$ cat src/rtl/watch_pkg.sv
// Shared constants for the watch time-set path: field moduli,
// field encodings, FSM state codes and the state-to-field map.
package watch_pkg;

  localparam int C_SEC_MOD  = 60;
  localparam int C_MIN_MOD  = 60;
  localparam int C_HOUR_MOD = 24;
  localparam int C_DAY_MOD  = 365;

  localparam logic [1:0] F_HOUR = 2'd0;
  localparam logic [1:0] F_MIN  = 2'd1;
  localparam logic [1:0] F_SEC  = 2'd2;
  localparam logic [1:0] F_DAY  = 2'd3;

  localparam logic [2:0] S_RUN      = 3'd0;
  localparam logic [2:0] S_SET_HOUR = 3'd1;
  localparam logic [2:0] S_SET_MIN  = 3'd2;
  localparam logic [2:0] S_SET_SEC  = 3'd3;
  localparam logic [2:0] S_SET_DAY  = 3'd4;
  localparam logic [2:0] S_COMMIT   = 3'd5;

  function automatic logic [1:0] field_of(
    input logic [2:0] s
  );
    logic [1:0] f;
    f = F_HOUR;
    case (s)
      S_SET_MIN: f = F_MIN;
      S_SET_SEC: f = F_SEC;
      S_SET_DAY: f = F_DAY;
      default:   f = F_HOUR;
    endcase
    return f;
  endfunction

endpackage

$ cat src/rtl/watch_field_step.sv
// Combinational modulo step for one time field.
// Ports: val (current), up/down (step request), nxt (stepped value).
module watch_field_step #(
  parameter int W   = 6,
  parameter int MOD = 60
) (
  input  logic [W-1:0] val,
  input  logic         up,
  input  logic         down,
  output logic [W-1:0] nxt
);

  localparam logic [W-1:0] MAX = W'(MOD - 1);

  // up and down together cancel out
  always_comb begin
    nxt = val;
    if (up && !down) begin
      nxt = (val >= MAX) ? '0 : val + 1'b1;
    end else if (down && !up) begin
      nxt = (val == '0 || val > MAX) ? MAX : val - 1'b1;
    end
  end

endmodule

$ cat src/rtl/watch_set_ctrl.sv
// Time-set controller: capture live time, edit fields, commit via load.
// Ports: buttons i_*, live time i_*, run enable, load strobe, edit regs, field, busy.
module watch_set_ctrl
  import watch_pkg::*;
#(
  parameter int P_SEC_BIT     = 6,
  parameter int P_MIN_BIT     = 6,
  parameter int P_HOUR_BIT    = 5,
  parameter int P_DAY_BIT     = 9,
  parameter int P_TIMEOUT_BIT = 30,
  parameter logic [P_TIMEOUT_BIT-1:0] P_TIMEOUT_CYC = 30'd1000000000
) (
  input  logic                  clk,
  input  logic                  reset,
  input  logic                  i_mode,
  input  logic                  i_up,
  input  logic                  i_down,
  input  logic                  i_cancel,
  input  logic [P_SEC_BIT-1:0]  i_sec,
  input  logic [P_MIN_BIT-1:0]  i_min,
  input  logic [P_HOUR_BIT-1:0] i_hour,
  input  logic [P_DAY_BIT-1:0]  i_day,
  output logic                  o_run_en,
  output logic                  o_load,
  output logic [P_SEC_BIT-1:0]  o_set_sec,
  output logic [P_MIN_BIT-1:0]  o_set_min,
  output logic [P_HOUR_BIT-1:0] o_set_hour,
  output logic [P_DAY_BIT-1:0]  o_set_day,
  output logic [1:0]            o_field,
  output logic                  o_busy
);

  localparam logic [P_TIMEOUT_BIT-1:0] TMO_LAST =
    P_TIMEOUT_CYC - 1'b1;

  localparam logic [P_SEC_BIT-1:0]  SMAX = P_SEC_BIT'(C_SEC_MOD - 1);
  localparam logic [P_MIN_BIT-1:0]  MMAX = P_MIN_BIT'(C_MIN_MOD - 1);
  localparam logic [P_HOUR_BIT-1:0] HMAX = P_HOUR_BIT'(C_HOUR_MOD - 1);
  localparam logic [P_DAY_BIT-1:0]  DMAX = P_DAY_BIT'(C_DAY_MOD - 1);

  logic [2:0]               state;
  logic [2:0]               nxt;
  logic [P_TIMEOUT_BIT-1:0] cnt;

  logic in_set;
  logic tmo;
  logic edit_ok;

  logic [P_SEC_BIT-1:0]  sec_step;
  logic [P_MIN_BIT-1:0]  min_step;
  logic [P_HOUR_BIT-1:0] hour_step;
  logic [P_DAY_BIT-1:0]  day_step;

  assign in_set = (state == S_SET_HOUR) || (state == S_SET_MIN) ||
                  (state == S_SET_SEC)  || (state == S_SET_DAY);
  assign tmo    = in_set && (cnt == TMO_LAST);
  // field edits lose to cancel, timeout and mode
  assign edit_ok = in_set && !i_cancel && !tmo && !i_mode;

  always_comb begin
    nxt = state;
    case (state)
      S_RUN:      if (i_mode) nxt = S_SET_HOUR;
      S_COMMIT:   nxt = S_RUN;
      S_SET_HOUR,
      S_SET_MIN,
      S_SET_SEC,
      S_SET_DAY: begin
        if (i_cancel || tmo) begin
          nxt = S_RUN;
        end else if (i_mode) begin
          case (state)
            S_SET_HOUR: nxt = S_SET_MIN;
            S_SET_MIN:  nxt = S_SET_SEC;
            S_SET_SEC:  nxt = S_SET_DAY;
            default:    nxt = S_COMMIT;
          endcase
        end
      end
      default:    nxt = S_RUN;
    endcase
  end

  watch_field_step #(.W(P_HOUR_BIT), .MOD(C_HOUR_MOD)) u_hour (
    .val  (o_set_hour),
    .up   (edit_ok && state == S_SET_HOUR && i_up),
    .down (edit_ok && state == S_SET_HOUR && i_down),
    .nxt  (hour_step)
  );

  watch_field_step #(.W(P_MIN_BIT), .MOD(C_MIN_MOD)) u_min (
    .val  (o_set_min),
    .up   (edit_ok && state == S_SET_MIN && i_up),
    .down (edit_ok && state == S_SET_MIN && i_down),
    .nxt  (min_step)
  );

  watch_field_step #(.W(P_SEC_BIT), .MOD(C_SEC_MOD)) u_sec (
    .val  (o_set_sec),
    .up   (edit_ok && state == S_SET_SEC && i_up),
    .down (edit_ok && state == S_SET_SEC && i_down),
    .nxt  (sec_step)
  );

  watch_field_step #(.W(P_DAY_BIT), .MOD(C_DAY_MOD)) u_day (
    .val  (o_set_day),
    .up   (edit_ok && state == S_SET_DAY && i_up),
    .down (edit_ok && state == S_SET_DAY && i_down),
    .nxt  (day_step)
  );

  always_ff @(posedge clk or negedge reset) begin
    if (!reset) begin
      state      <= S_RUN;
      cnt        <= '0;
      o_run_en   <= 1'b1;
      o_load     <= 1'b0;
      o_busy     <= 1'b0;
      o_field    <= F_HOUR;
      o_set_sec  <= '0;
      o_set_min  <= '0;
      o_set_hour <= '0;
      o_set_day  <= '0;
    end else begin
      state    <= nxt;
      // any button activity restarts the idle count
      cnt      <= (edit_ok && !(i_up || i_down)) ? cnt + 1'b1 : '0;
      o_run_en <= (nxt == S_RUN);
      o_busy   <= (nxt != S_RUN);
      o_load   <= (nxt == S_COMMIT);
      o_field  <= field_of(nxt);
      if (state == S_RUN && i_mode) begin
        o_set_hour <= (i_hour > HMAX) ? HMAX : i_hour;
        o_set_min  <= (i_min  > MMAX) ? MMAX : i_min;
        o_set_sec  <= (i_sec  > SMAX) ? SMAX : i_sec;
        o_set_day  <= (i_day  > DMAX) ? DMAX : i_day;
      end else if (edit_ok) begin
        o_set_hour <= hour_step;
        o_set_min  <= min_step;
        o_set_sec  <= sec_step;
        o_set_day  <= day_step;
      end
    end
  end

endmodule

$ cat config.mk
export PLATFORM = sky130hd
export DESIGN_NAME = watch_set_ctrl
export DESIGN_NICKNAME = d
export VERILOG_FILES = /design/src/rtl/watch_pkg.sv /design/src/rtl/watch_field_step.sv /design/src/rtl/watch_set_ctrl.sv
export SDC_FILE = /design/constraint.sdc
export NUM_CORES = 1
export LEC_CHECK = 0
export ABC_AREA = 0
export CAP_MARGIN = 30
export CORE_ASPECT_RATIO = 0.5
export CORE_UTILIZATION = 25
export CTS_BUF_LIST = sky130_fd_sc_hd__clkbuf_8
export CTS_CLUSTER_SIZE = 12
export DETAILED_ROUTE_END_ITERATION = 16
export MAX_ROUTING_LAYER = met4
export SKIP_LAST_GASP = 1
export SLEW_MARGIN = 5
export SYNTH_ARGS = -nofsm -noshare
export SYNTH_HDL_FRONTEND = slang
export SYNTH_HIERARCHICAL = 1
export SYNTH_SLANG_ARGS = --single-unit
$ cat constraint.sdc
create_clock -name clk -period 4 [get_ports clk]
set_input_delay 0.4 -clock clk [delete_from_list [all_inputs] [get_ports clk]]
set_output_delay 0.4 -clock clk [all_outputs]
set_load 0.01 [all_outputs]
==> results of run 1 <==
[metal layers]
layer,up-vias,GRT usage (%),part of all wire [%],wire (um)
met5,-,-,0,0
met4,0,3.99,1.5,198
met3,17,2.28,3.0,397
met2,81,21.4,48,6250
met1,2234,16.4,48,6220
li1,2259,-,-,-
[worst max-delay path, cell delays in order, from the launching register on]
cell	delay, ps
dfrtp_1	410
ha_1	240
and3_1	240
nand4_1	190
o211ai_4	100
nor2_1	170
and3_1	390
or4b_4	560
nor3_2	150
xnor2_1	160
o21ai_1	100
a221o_1	290
mux2i_1	130
a21oi_1	80
[cells in the mapped netlist, types with 7 or more instances]
library cell	count
xnor2_1	13
a21oi_1	34
nor2b_1	9
nand2b_1	10
ha_1	12
xor2_1	24
or3_1	7
and3_1	10
nor3_1	19
inv_1	26
o21ai_0	36
nand3_1	22
mux2i_1	21
clkbuf_1	7
a21o_1	7
dfrtp_1	63
nand2_1	56
nor2_1	56
buf_6	12
nand4_1	17
[worst max path at each step]
stage / startpoint / endpoint / slack [ps] / cells past startpoint
2_1_floorplan: cnt[0] / o_set_day[5] / 840 / 15
3_3_place_gp: i_cancel / o_set_day[5] / 640 / 12
3_5_place_dp: i_cancel / o_set_day[5] / 610 / 12
4_1_cts: cnt[0] / o_set_day[5] / 670 / 13
5_1_grt: cnt[0] / o_set_day[5] / 370 / 13
6_report: cnt[0] / o_set_day[5] / 650 / 13
[logic make-up (layout without fill, tap and decap cells)]
family | count (synthesis) | after routing
AO/OA/AOI/OAI | 144 | 144
XOR/XNOR | 37 | 37
adder cells (fa/ha/maj) | 12 | 12
buffers and inverters | 61 | 113
flip-flops | 64 | 64
multiplexers | 22 | 22
AND/OR/NAND/NOR | 258 | 258
[per-stage QoR]
stage,power (mW),util (%),setup slack [ps]
2_1_floorplan,2.24,-,843
3_3_place_gp,2.76,29.7,642
3_5_place_dp,2.78,29.7,612
4_1_cts,3.39,30.8,673
5_1_grt,3.63,30.8,370
6_report,3.37,30.8,649
[area by class of cell]
type / instances / area [um^2] / area share [%]
flip-flops and latches: 64 / 1600 / 26.5
multi-input cells: 473 / 3140 / 51.8
repair buffers: 71 / 683 / 11.3
clock inverters: 7 / 78.8 / 1.30
inverters: 26 / 97.6 / 1.61
well taps: 266 / 333 / 5.49
clock buffers: 9 / 124 / 2.04
[power by group]
part / switching [mW] / total [mW] / internal [mW]
Combinational: 0.774 / 1.57 / 0.799
Clock: 0.293 / 0.586 / 0.293
Sequential: 0.420 / 1.21 / 0.793
[flip-flops by register name, indices dropped and copies added (netlist names)]
name / count
o_set_hour: 5
o_set_min: 6
o_set_sec: 6
cnt: 30
o_busy: 1
state: 3
o_set_day: 9
o_load: 1
o_field: 2
o_run_en: 1
[cell usage in the layout (no fill, tap or decap), types with 7 or more instances in the layout]
master | netlist | routed
dfrtp_1 | 63 | 63
clkdlybuf4s50_1 | 0 | 61
nor2_1 | 56 | 56
nand2_1 | 56 | 56
o21ai_0 | 36 | 36
a21oi_1 | 34 | 34
inv_1 | 26 | 26
xor2_1 | 24 | 24
nand3_1 | 22 | 22
mux2i_1 | 21 | 21
nor3_1 | 19 | 18
nand4_1 | 17 | 17
xnor2_1 | 13 | 13
ha_1 | 12 | 12
and3_1 | 10 | 10
nand2b_1 | 10 | 10
nor2b_1 | 9 | 9
clkbuf_8 | 0 | 9
buf_4 | 5 | 9
or3_1 | 7 | 7
a21o_1 | 7 | 7
==> results.md, run 1 <==
- Global-route wire length before repair: 21300 um
- Setup Crit Path Kind: register to register
- WL final: 13100 um
- Leakage: 2.47 nW
- R2R Path Start: cnt[0]
- Via count: 4591
- Mux contribution to synthesized area: 4.43%
- HP Class: primary input to async pin
- CTS tree: built
- Largest family of logic cells by synthesized area: simple AND/OR/NAND/NOR gates
- Routed len/inst: 14.3 um
- Min Hold Slack: 67.6 ps
- Max VDD drop: 0.000154 V
- CTS clk-pin slew, worst paths: 80 ps
- Worst-margin pin slew: 689 ps
- Post-synth ARST share: 100%
- Initial Utilization: 25.8%
- Startpoint Class: register
- Die W: 204 um
- Vias in the first global route: 4184
- Leading area contributor after synthesis: dfrtp_1
- Gpl congestion: 0.866
- Status: completed
- Tcrit/Tclk final: 83.8%
- Io pins: 63
- Top cell type's share of synthesized area: 31.0%
- Post-synthesis compound-gate area fraction: 19.3%
- TritonRoute pass-1 iters: 5
- Placed inst area: 5860 um^2
- Avg Inst Size Synth: 8.49 um^2
- Hold_buf cts: 0
- P&R area growth vs syn: 19.3%
- Final Cell Area: 6060 um^2
- Post-synth EDFFs: 0
- Vias per cell: 5.01
- Filler instances: 2040
- Worst slew margin: 54.1%
- Synth Cell Area: 5080 um^2
- Total CTS buffers: 9
- Clk sinks: 64
- CTS resizes: 0
- Max Clock Freq: 0.298 GHz
- Antenna violations before repair: 0
- R2R cell count: 13
- Grt ovf: 0
- Post-synth cell types: 83
- Fin Setup TNS: 0 ps
- Simple-gate portion of the synthesized area: 28.5%
- Gr usage total: 13.0%
- Worst clock skew: 14.4 ps
- Overall die height: 103 um
- Power Dens Cells: 557 nW/um^2
- Final hold violation count: 0
- Largest net degree at the start of global routing: 40
- Hpwl dp: 8980 um
- Placed insts: 900
- RR Endpoint: o_set_day[5]
- Clock tree buffer depth: 2
- Post-synthesis sequential area ratio: 31.6%
- Period minus WS final: 3350 ps
- Final setup vio count: 0
- RSZ-0062 raised after global routing: false
- Synth Area in Adders: 2.96%
- N_diodes: 0
- Row count: 36
- 1st-iter DRT viols: 467
- Maximum capacitance violations: 0
- WP data required: 4200 ps
- Root buf cell: clkbuf_8
- Crit path max fanout: 12
- Critical path capture point type: register
- Die area: 20900 um^2
- Post-DRT Antenna Nets: 0
- Worst skew pair latency: 360 ps
- Syn_nets: 642
- Final Max Slew Viols: 0
- Synth Instances: 598
- YS warnings: 6
- Core area: 19700 um^2
- DRC: 0
- Critical path arrival: 3550 ps
- Layout Cells excl Fill: 916
- Post-synthesis xor/xnor area fraction: 6.38%
- FF-to-FF setup slack: 650 ps
- Share of cells above drive strength 1: 9.85%
- Yosys reg bits: 64
- H-Tree Level Count: 3
- Setup repair bufs after CTS: 0
- Nets: 689
- Port Buffers: 62
- Synth Flop Type: dfrtp_1
- Synth area leaders: dfrtp_1 (31%), mux2i_1 (4.1%), nand2_1 (4.1%)
No activity file was read; power rests on OpenSTA's default activity.
==> run 2, diff against run 1 <==
==> constraint.sdc (replaced) <==
create_clock -name clk -period 3 [get_ports clk]
set_input_delay 0.3 -clock clk [delete_from_list [all_inputs] [get_ports clk]]
set_output_delay 0.3 -clock clk [all_outputs]
set_load 0.01 [all_outputs]
==> run 2 against run 1 <==
Flip-flop and latch count unchanged; global-route usage increased by 0.71 points; worst setup slack got worse by 620 ps; critical path type unchanged; largest power group unchanged.
==> results.md, run 2 (synthesis gave the netlist of run 1 again) <==
- Min Hold Slack: 20.9 ps
- Maximum capacitance violations: 0
- Worst-margin pin slew: 757 ps
- Worst slew margin: 49.5%
- Gr busiest metal: met2
- Placed inst area: 6140 um^2
- Net switching power figure: 1.97 mW
- Most frequent cells in the layout: dfrtp_1 (63), clkdlybuf4s50_1 (61), nand2_1 (56)
- WL final: 13600 um
- Hpwl dp: 9650 um
- Max Clock Freq: 0.337 GHz
- Critical path capture point type: register
- Initial Utilization: 25.8%
- Placed insts: 934
- Power Dens Cells: 709 nW/um^2
- Filler instances: 2036
- Period minus WS final: 2970 ps
- RSZ-0062 raised after global routing: true
- Regs by FF count: cnt (30), o_set_day (9)
- Hold_buf cts: 0
- Die W: 204 um
- Leakage: 2.74 nW
- Met3 Usage GRT: 2.34%
- Io pins: 63
- 1st-iter DRT viols: 415
- Met2 GRT Util: 22.1%
- Largest Register: cnt
- Critical path arrival: 3200 ps
- Die area: 20900 um^2
- GR Layer Usage met1: 17.7%
- Crit path capture: o_set_day[5]
- H-Tree Level Count: 3
- Final setup vio count: 0
- Root buf cell: clkbuf_8
- Combinational Power Share: 48.0%
- Crit. path cell count: 12
- Clk sinks: 64
- FF-to-FF setup slack: 30 ps
- Global-route wire length before repair: 22800 um
- Layout Cells excl Fill: 962
- Port Buffers: 62
- Sequential power share: 34.4%
- WP data required: 3230 ps
- Setup Crit Path Kind: register to register
- Worst Setup Slack, final: 29.1 ps
- Total CTS buffers: 9
- Routed len/inst: 14.1 um
- Setup WS pre-CTS: -40.9 ps
- Fin Setup TNS: 0 ps
- Crit path max-delay family: simple AND/OR/NAND/NOR gates
- Clock power share: 17.6%
- Share of cells above drive strength 1: 18.0%
- Nets: 735
- HP Class: primary input to async pin
- Clock tree buffer depth: 2
- P&R area growth vs syn: 28.7%
- TritonRoute pass-1 iters: 5
- Crit path max fanout: 2
- CTS tree: built
- Max VDD drop: 0.000295 V
- Core area: 19700 um^2
- CP Launch Point: cnt[26]
- CP Cell Sequence: nor4bb_2 > nand4_1 > o211ai_4 > nor2_2 > and3_4 > or4b_4 > nor3_2 > xnor2_1 > o21ai_1 > a221o_1 > mux2i_1 > a21oi_1
- N_diodes: 0
- Crit path buf inv count: 0
- Max reg flops: 30
- Row count: 36
- Largest net degree at the start of global routing: 37
- R2R Path Start: cnt[26]
- Gpl congestion: 0.873
- Final Max Slew Viols: 0
- CTS clk-pin slew, worst paths: 80 ps
- Overall die height: 103 um
- Sw frac: 42.5%
- Vias per cell: 5.02
- Final Cell Area: 6540 um^2
- Worst skew pair latency: 340 ps
- Post-Route Utilization: 33.2%
- DRC: 0
- Gr usage total: 13.7%
- Via count: 4830
- Antenna violations before repair: 0
- RR Endpoint: o_set_day[5]
- Vias in the first global route: 4656
- Most common cell after layout, fill and taps aside: dfrtp_1
- Slowest stage delay, CP: 500 ps
- Final hold violation count: 0
- Cell Int Power: 2.67 mW
- R2R cell count: 12
- Status: completed
- Worst clock skew: 12.5 ps
- Total power: 4.63 mW
- Grt ovf: 0
- Slowest library cell on the worst path: or4b_4
- Startpoint Class: register
- Post-DRT Antenna Nets: 0
- Tcrit/Tclk final: 99.0%
[run 2: how the worst min path moves through the flow]
stage | start | to | slack, ps | cells past startpoint
2_1_floorplan | reset | cnt[0] | 4 | 0
3_3_place_gp | reset | o_set_day[3] | 410 | 1
3_5_place_dp | reset | o_set_hour[0] | 410 | 1
4_1_cts | reset | o_set_hour[0] | 30 | 1
5_1_grt | reset | o_set_hour[2] | 40 | 1
6_report | reset | o_set_hour[4] | 20 | 1
[run 2: power by group through the flow]
stage	sequential [mW]	combinational (mW)	clock (mW)
after floorplan	1.40	1.58	0
after global placement	1.59	2.15	0
after detailed placement	1.61	2.17	0
after CTS	1.59	2.19	0.837
after global routing	1.66	2.47	0.877
final	1.59	2.22	0.815
[run 2: timing repair]
item / CTS / global route
setup buffers: 3 / 8
gates resized for setup: 0 / 20
setup endpoints to repair: 1 / 14
pin swaps: 0 / 19
cloned: 0 / 1
[run 2: worst reg2reg max path, delay by kind of cell (launching register included)]
| family | cells | cell delay [ps] |
|---|---|---|
| AND/OR/NAND/NOR | 6 | 1440 |
| AO/OA/AOI/OAI | 4 | 750 |
| multiplexers | 1 | 130 |
| XOR/XNOR | 1 | 150 |
| flip-flops | 1 | 390 |
[run 2: final cells by class]
class | count | area [um^2] | share of cell area, %
Clock buffer | 10 | 138 | 2.11
Multi-Input combinational cell | 473 | 3240 | 49.6
Tap cell | 266 | 333 | 5.09
Timing Repair Buffer | 117 | 1050 | 16.0
Clock inverter | 6 | 76.3 | 1.17
Sequential cell | 64 | 1600 | 24.5
Inverter | 26 | 97.6 | 1.49
[run 2: routing by layer]
metal / up-vias / wire [um]
li1: 2359 / -
met1: 2353 / 6510
met4: 0 / 185
met2: 102 / 6470
met5: - / 0
met3: 16 / 426
